$ cat config.mk
export PLATFORM = sky130hd
export DESIGN_NAME = ring_freq_meter_flat
export DESIGN_NICKNAME = d
export VERILOG_FILES = /design/src/rtl/ring_freq_meter_if.sv /design/src/rtl/ring_freq_meter.sv /design/src/flat_wrapper.sv
export SDC_FILE = /design/constraint.sdc
export NUM_CORES = 1
export LEC_CHECK = 0
export CAP_MARGIN = 20
export CORE_UTILIZATION = 45
export DETAILED_ROUTE_END_ITERATION = 7
export PLACE_DENSITY = 0.75
export SLEW_MARGIN = 0
export SYNTH_ARGS = -nofsm -noshare
export SYNTH_HDL_FRONTEND = slang
export SYNTH_SLANG_ARGS = --single-unit
$ cat constraint.sdc
create_clock -name i_clk -period 2 [get_ports i_clk]
set_input_delay 0.4 -clock i_clk [delete_from_list [all_inputs] [get_ports i_clk]]
set_output_delay 0.4 -clock i_clk [all_outputs]
set_load 0.1 [all_outputs]
$ cat src/rtl/ring_freq_meter_if.sv
// Result/handshake bundle between the ring frequency meter and its consumer.
interface ring_freq_meter_if #(
   parameter int unsigned pCNT_W = 12
);
   logic              i_start;
   logic              i_cont;
   logic              i_ack;
   logic              o_busy;
   logic              o_valid;
   logic [pCNT_W-1:0] o_count;
   logic              o_ovf;
   logic              o_lost;

   // Consumer side: issues commands, reads results.
   modport master (
      output i_start, i_cont, i_ack,
      input  o_busy, o_valid, o_count, o_ovf, o_lost
   );

   // Meter side.
   modport slave (
      input  i_start, i_cont, i_ack,
      output o_busy, o_valid, o_count, o_ovf, o_lost
   );
endinterface

$ cat src/rtl/ring_freq_meter.sv
// Ring oscillator frequency meter: counts synchronized rising edges of the ring output over a
// 2^pGATE_LOG2-clock gate window and reports the count through a valid/ack result register.
module ring_freq_meter #(
   parameter int unsigned pGATE_LOG2 = 10,
   parameter int unsigned pCNT_W     = 12,
   parameter int unsigned pSETTLE    = 4
) (
   input  logic             i_clk,
   input  logic             i_rst_n,
   input  logic             i_ring,
   ring_freq_meter_if.slave bus
);

   localparam int unsigned SetW = $clog2(pSETTLE + 1);
   localparam logic [SetW-1:0] SetLast = SetW'(pSETTLE - 1);

   typedef enum logic [1:0] {StIdle, StSettle, StMeasure} state_e;

   state_e              state_q, state_d;
   logic                s1_q, s2_q, s3_q;
   logic                rise;
   logic [SetW-1:0]     settle_q;
   logic [pGATE_LOG2-1:0] gate_q;
   logic [pCNT_W-1:0]   edge_q, edge_nxt;
   logic                ovf_q, ovf_nxt;
   logic                start_acc;
   logic                win_end;
   logic [pCNT_W-1:0]   count_q;
   logic                rovf_q;
   logic                valid_q;
   logic                lost_q;

   // Three-flop synchronizer; only the s2/s3 pair is used for edge detection.
   always_ff @(posedge i_clk or negedge i_rst_n) begin
      if (!i_rst_n) begin
         s1_q <= 1'b0;
         s2_q <= 1'b0;
         s3_q <= 1'b0;
      end else begin
         s1_q <= i_ring;
         s2_q <= s1_q;
         s3_q <= s2_q;
      end
   end

   assign rise = s2_q & ~s3_q;

   // Saturating edge count including any rise on the current cycle.
   always_comb begin
      edge_nxt = edge_q;
      ovf_nxt  = ovf_q;
      if (rise) begin
         if (&edge_q) begin
            ovf_nxt = 1'b1;
         end else begin
            edge_nxt = edge_q + 1'b1;
         end
      end
   end

   // FSM state register.
   always_ff @(posedge i_clk or negedge i_rst_n) begin
      if (!i_rst_n) begin
         state_q <= StIdle;
      end else begin
         state_q <= state_d;
      end
   end

   // FSM next state and control strobes.
   always_comb begin
      state_d   = state_q;
      start_acc = 1'b0;
      win_end   = 1'b0;
      unique case (state_q)
         StIdle: begin
            if (bus.i_start) begin
               state_d   = StSettle;
               start_acc = 1'b1;
            end
         end
         StSettle: begin
            if (settle_q == SetLast) begin
               state_d = StMeasure;
            end
         end
         StMeasure: begin
            if (&gate_q) begin
               win_end = 1'b1;
               // i_cont is only looked at here, so dropping it mid-window is harmless.
               if (!bus.i_cont) begin
                  state_d = StIdle;
               end
            end
         end
         default: state_d = StIdle;
      endcase
   end

   // Settle, gate and edge counters.
   always_ff @(posedge i_clk or negedge i_rst_n) begin
      if (!i_rst_n) begin
         settle_q <= '0;
         gate_q   <= '0;
         edge_q   <= '0;
         ovf_q    <= 1'b0;
      end else if (start_acc) begin
         settle_q <= '0;
         gate_q   <= '0;
         edge_q   <= '0;
         ovf_q    <= 1'b0;
      end else if (state_q == StSettle) begin
         settle_q <= settle_q + 1'b1;
      end else if (state_q == StMeasure) begin
         if (win_end) begin
            // Back-to-back windows in continuous mode start from zero with no gap.
            gate_q <= '0;
            edge_q <= '0;
            ovf_q  <= 1'b0;
         end else begin
            gate_q <= gate_q + 1'b1;
            edge_q <= edge_nxt;
            ovf_q  <= ovf_nxt;
         end
      end
   end

   // Result register with valid/ack handshake and sticky lost flag.
   always_ff @(posedge i_clk or negedge i_rst_n) begin
      if (!i_rst_n) begin
         count_q <= '0;
         rovf_q  <= 1'b0;
         valid_q <= 1'b0;
         lost_q  <= 1'b0;
      end else begin
         if (win_end) begin
            count_q <= edge_nxt;
            rovf_q  <= ovf_nxt;
            valid_q <= 1'b1;
            if (valid_q && !bus.i_ack) begin
               lost_q <= 1'b1;
            end
         end else if (bus.i_ack) begin
            valid_q <= 1'b0;
         end
         if (start_acc) begin
            lost_q <= 1'b0;
         end
      end
   end

   assign bus.o_busy  = (state_q != StIdle);
   assign bus.o_valid = valid_q;
   assign bus.o_count = count_q;
   assign bus.o_ovf   = rovf_q;
   assign bus.o_lost  = lost_q;

endmodule
$ cat src/flat_wrapper.sv
// flat-port wrapper written by rule: the top's interface ports become plain ports
module ring_freq_meter_flat 
#(
   parameter int unsigned pGATE_LOG2 = 10,
   parameter int unsigned pCNT_W     = 12,
   parameter int unsigned pSETTLE    = 4
)
  (i_clk, i_rst_n, i_ring, bus_i_start, bus_i_cont, bus_i_ack, bus_o_busy, bus_o_valid, bus_o_count, bus_o_ovf, bus_o_lost);
  ring_freq_meter_if #(.pCNT_W(pCNT_W)) bus_i ();
  input  logic i_clk;
  input  logic i_rst_n;
  input  logic i_ring;
  input wire logic [$bits(bus_i.i_start)-1:0] bus_i_start;
  input wire logic [$bits(bus_i.i_cont)-1:0] bus_i_cont;
  input wire logic [$bits(bus_i.i_ack)-1:0] bus_i_ack;
  output wire logic [$bits(bus_i.o_busy)-1:0] bus_o_busy;
  output wire logic [$bits(bus_i.o_valid)-1:0] bus_o_valid;
  output wire logic [$bits(bus_i.o_count)-1:0] bus_o_count;
  output wire logic [$bits(bus_i.o_ovf)-1:0] bus_o_ovf;
  output wire logic [$bits(bus_i.o_lost)-1:0] bus_o_lost;
  assign bus_i.i_start = bus_i_start;
  assign bus_i.i_cont = bus_i_cont;
  assign bus_i.i_ack = bus_i_ack;
  assign bus_o_busy = bus_i.o_busy;
  assign bus_o_valid = bus_i.o_valid;
  assign bus_o_count = bus_i.o_count;
  assign bus_o_ovf = bus_i.o_ovf;
  assign bus_o_lost = bus_i.o_lost;
  ring_freq_meter #(.pGATE_LOG2(pGATE_LOG2), .pCNT_W(pCNT_W), .pSETTLE(pSETTLE)) u_core (.i_clk(i_clk), .i_rst_n(i_rst_n), .i_ring(i_ring), .bus(bus_i));
endmodule
==> impl_metrics.tcl <==
set metrics [dict create \
    netlist.top_cell.by_area "dfrtp_1" \
    cts-buffers-inserted 5 \
    grt_max_degree 27 \
    fin_hold_ws_ns 0.06602 \
    cts_tree "done" \
    worst_slew_pin_slew_ns 0.5009 \
    post_cts.resized_instances 0 \
    final_antenna_net_count 0 \
    detail_route.vias_per_cell 5.698 \
    rr_startpoint "u_core.edge_q[0]" \
    initial_utilization_pct 47.71 \
    syn_area_per_cell_um2 10.16 \
    fin_nets 281 \
    yosysWarningCount 0 \
    routed_via_count 1943 \
    finalClockSkew_ns 0.01078 \
    maxSlewViolCount 0 \
    critical_path.endpoint_type "flop" \
    status "finished, final reports clean" \
    power_frac_seq_pct 49.3 \
    synth_enable_flop_cells 0 \
    cts_root_buf "clkbuf_8" \
    timing.fmax_ghz 0.5509 \
    combinationalPowerShare_pct 28.8 \
    firstDrtPassIters 4 \
    worst_setup_hold_path_clk_slew_ns 0.08 \
    critical_path_class "flop to flop" \
    total_switching_power_mw 0.8509 \
    clock-sinks 46 \
    power.density_cell_area_mw_per_mm2 851.6 \
    report.final.setup_viol 0 \
    sequential_share_of_the_synthesized_area_pct 46.07 \
    core_area_mm2 0.005238 \
    synth_adder_area_share_pct 2.003 \
    routedWlPerCell_um 14.92 \
    final.min_clock_period_ns 1.815 \
    vias_in_the_first_global_route 1950 \
    yosys-top-cells-area "dfrtp_1, nor2_1, nand2_1" \
    r2r_setup_slack_ns 0.18 \
    setup.worst_path.start "u_core.edge_q[0]" \
    async_set_or_reset_flop_fraction_in_the_synthesized_netlist_pct 100.0 \
    max-cap-violations 0 \
    ys_dominant_reg_cell "dfrtp_1" \
    synthSimpleGateAreaFrac_pct 23.69 \
    irDropWorstVdd_v 0.0006523 \
    detail_route.iter0.violations 118 \
    synth_compound_gate_area_share_pct 18.53 \
    clk_latency_ns 0.29 \
    grt_antenna_before_repair 0 \
    synthCells 246 \
    timing.critical_path.fanout_max 6 \
    die_h_um 76.52 \
    synth_common_cells "dfrtp_1, nor2_1, nand2_1" \
    cts-root-to-sink-buffers 2 \
    postRouteWirelength_um 5088 \
    worst_r2r_endpoint "u_core.bus.o_count[9]" \
    mappedNetlistArea_mm2 0.002499 \
    buffer_ports.inserted 21 \
    synth_most_common_cell "dfrtp_1" \
    hold_violations 0 \
    number_of_hold_buffers_added_after_cts 0 \
    critical_path_required_ns 2.21 \
    insertedDiodeCount 0 \
    post-route-drc-count 0 \
    synthXorXnorAreaFrac_pct 4.557 \
    synth_cell_types 58 \
    finalCritPeriodShare_pct 90.75 \
    grt_setup_unrepaired "no" \
    synth.area.mux_share_pct 1.252 \
    nFillCells 480 \
    layout-area-overhead-vs-synth_pct 14.72 \
    total_nets_after_synthesis 256 \
    io_pins 22 \
    core.rowCount 26 \
    p_clk_share_pct 21.8 \
    arrival_worst_endpoint_ns 2.03 \
    cellLeakagePower_nw 1.272 \
    min-delay-path-class "primary input to async pin" \
    global_route.usage.total_pct 19.56 \
    sw_ratio_pct 34.86 \
    power_report.internal_total_mw 1.590 \
    synth_top_area_share_pct 46.07 \
    main_combinational_cell_family_by_area_after_synthesis "simple AND/OR/NAND/NOR gates" \
    postSynthRegisterBits 46 \
    die_width_um 76.52 \
    gpl.final_weighted_congestion 0.8217 \
    slew_headroom_pct 66.61 \
    die-area_mm2 0.005855 \
    wire_length_of_the_first_global_routing_pass_um 9225 \
    setup_repair_bufs_after_cts 0 \
    worstRegToRegCells 5 \
    drive_above_1_share_pct 16.61 \
    detailedPlacementHpwl_um 3744 \
    clock_tree.htree_level_count 2 \
    critPathLaunchType "flop" \
    cp-endpoint "u_core.bus.o_count[9]" \
    utilization_pct 54.73 \
    fin_tns_setup_ns 0 \
    grt_remaining_overflow 0 \
]
## cell type report
type                    count  area [um2]  share of cell area (%)
clock buffers               7       76.32                   2.663
inverters                   7       26.28                  0.9166
multi-input cells         182        1250                   43.61
flip-flops and latches     46        1151                   40.16
well taps                  70       87.58                   3.055
repair buffers             29       275.3                   9.603
## power by group through the flow
| stage | registers (mW) | clock network (mW) | logic (mW) |
|---|---|---|---|
| 6_report | 1.20 | 0.533 | 0.704 |
| 4_1_cts | 1.20 | 0.549 | 0.710 |
| 3_5_place_dp | 1.22 | 0 | 0.710 |
| 5_1_grt | 1.23 | 0.590 | 0.795 |
| 3_3_place_gp | 1.21 | 0 | 0.682 |
| 2_1_floorplan | 1.14 | 0 | 0.542 |
## metrics by stage
step / instance area [um2] / worst slack [ns] / std cells / power (mW)
2_1_floorplan: 2499 / 0.4088 / 246 / 1.682
3_3_place_gp: 2790 / 0.2085 / 334 / 1.895
3_5_place_dp: 2790 / 0.1521 / 334 / 1.934
6_report: 2867 / 0.1849 / 341 / 2.441
5_1_grt: 2867 / 0.001377 / 341 / 2.615
4_1_cts: 2867 / 0.1561 / 341 / 2.463
## worst min-delay path by stage
stage	from	endpoint	slack [ns]	depth (start not counted)
4_1_cts	i_rst_n	u_core.edge_q[8]	0.08	1
3_5_place_dp	u_core.s1_q	u_core.s2_q	0.34	0
2_1_floorplan	i_rst_n	u_core.bus.o_count[0]	0.10	0
3_3_place_gp	u_core.s1_q	u_core.s2_q	0.33	0
6_report	i_rst_n	u_core.edge_q[8]	0.07	1
5_1_grt	i_rst_n	u_core.bus.o_count[8]	0.11	1
## layer usage
layer / track usage, % / up-vias / wire (um)
li1: - / 959 / -
met1: 28.32 / 947 / 2586
met2: 29.10 / 33 / 2305
met3: 3.832 / 4 / 130
met4: 6.731 / 0 / 66
met5: 0 / - / 0
## critical path, stage by stage (launching register included)
cell and delay [ns]:
dfrtp_1 0.45, ha_1 0.27, nand3_1 0.28, nor4_4 0.41, nor2_1 0.14, a21oi_1 0.18
## cell families (layout without fill, tap and decap cells)
logic type,count (synthesis),after routing
buf+inv,18,43
fa+ha+maj,4,4
flops,46,46
xor+xnor,13,13
simple gates,99,99
mux,3,3
compound gates,63,63
## flip-flops by register name (all words and copies together), names as in the netlist
name                cells
u_core.bus.o_valid      1
u_core.ovf_q            1
u_core.gate_q          10
u_core.bus.o_lost       1
u_core.edge_q          12
u_core.settle_q         3
u_core.state_q          2
u_core.s2_q             1
u_core.s3_q             1
u_core.bus.o_count     12
u_core.bus.o_ovf        1
u_core.s1_q             1
## placed cells by master (no fill, tap or decap), drive strengths merged, types with 2 or more instances in the layout
| cell | synthesis | final |
|---|---|---|
| nand3 | 9 | 9 |
| nand2b | 4 | 4 |
| a311oi | 2 | 2 |
| a21oi | 14 | 14 |
| clkdlybuf4s50 | 0 | 4 |
| xor2 | 6 | 6 |
| nand4 | 10 | 10 |
| o21ai | 16 | 16 |
| nand3b | 5 | 5 |
| dfrtp | 46 | 46 |
| nor3 | 5 | 5 |
| o31ai | 2 | 2 |
| and3 | 4 | 4 |
| nor2 | 22 | 22 |
| a31oi | 9 | 9 |
| inv | 7 | 7 |
| a21o | 3 | 3 |
| nor4 | 5 | 5 |
| nand2 | 20 | 20 |
| xnor2 | 7 | 7 |
| a22o | 2 | 2 |
| buf | 10 | 25 |
| nor2b | 4 | 4 |
| mux2i | 2 | 2 |
| clkbuf | 1 | 7 |
| and4 | 5 | 5 |
| ha | 4 | 4 |
| o21bai | 4 | 4 |
(Power assumes the default switching activity.)
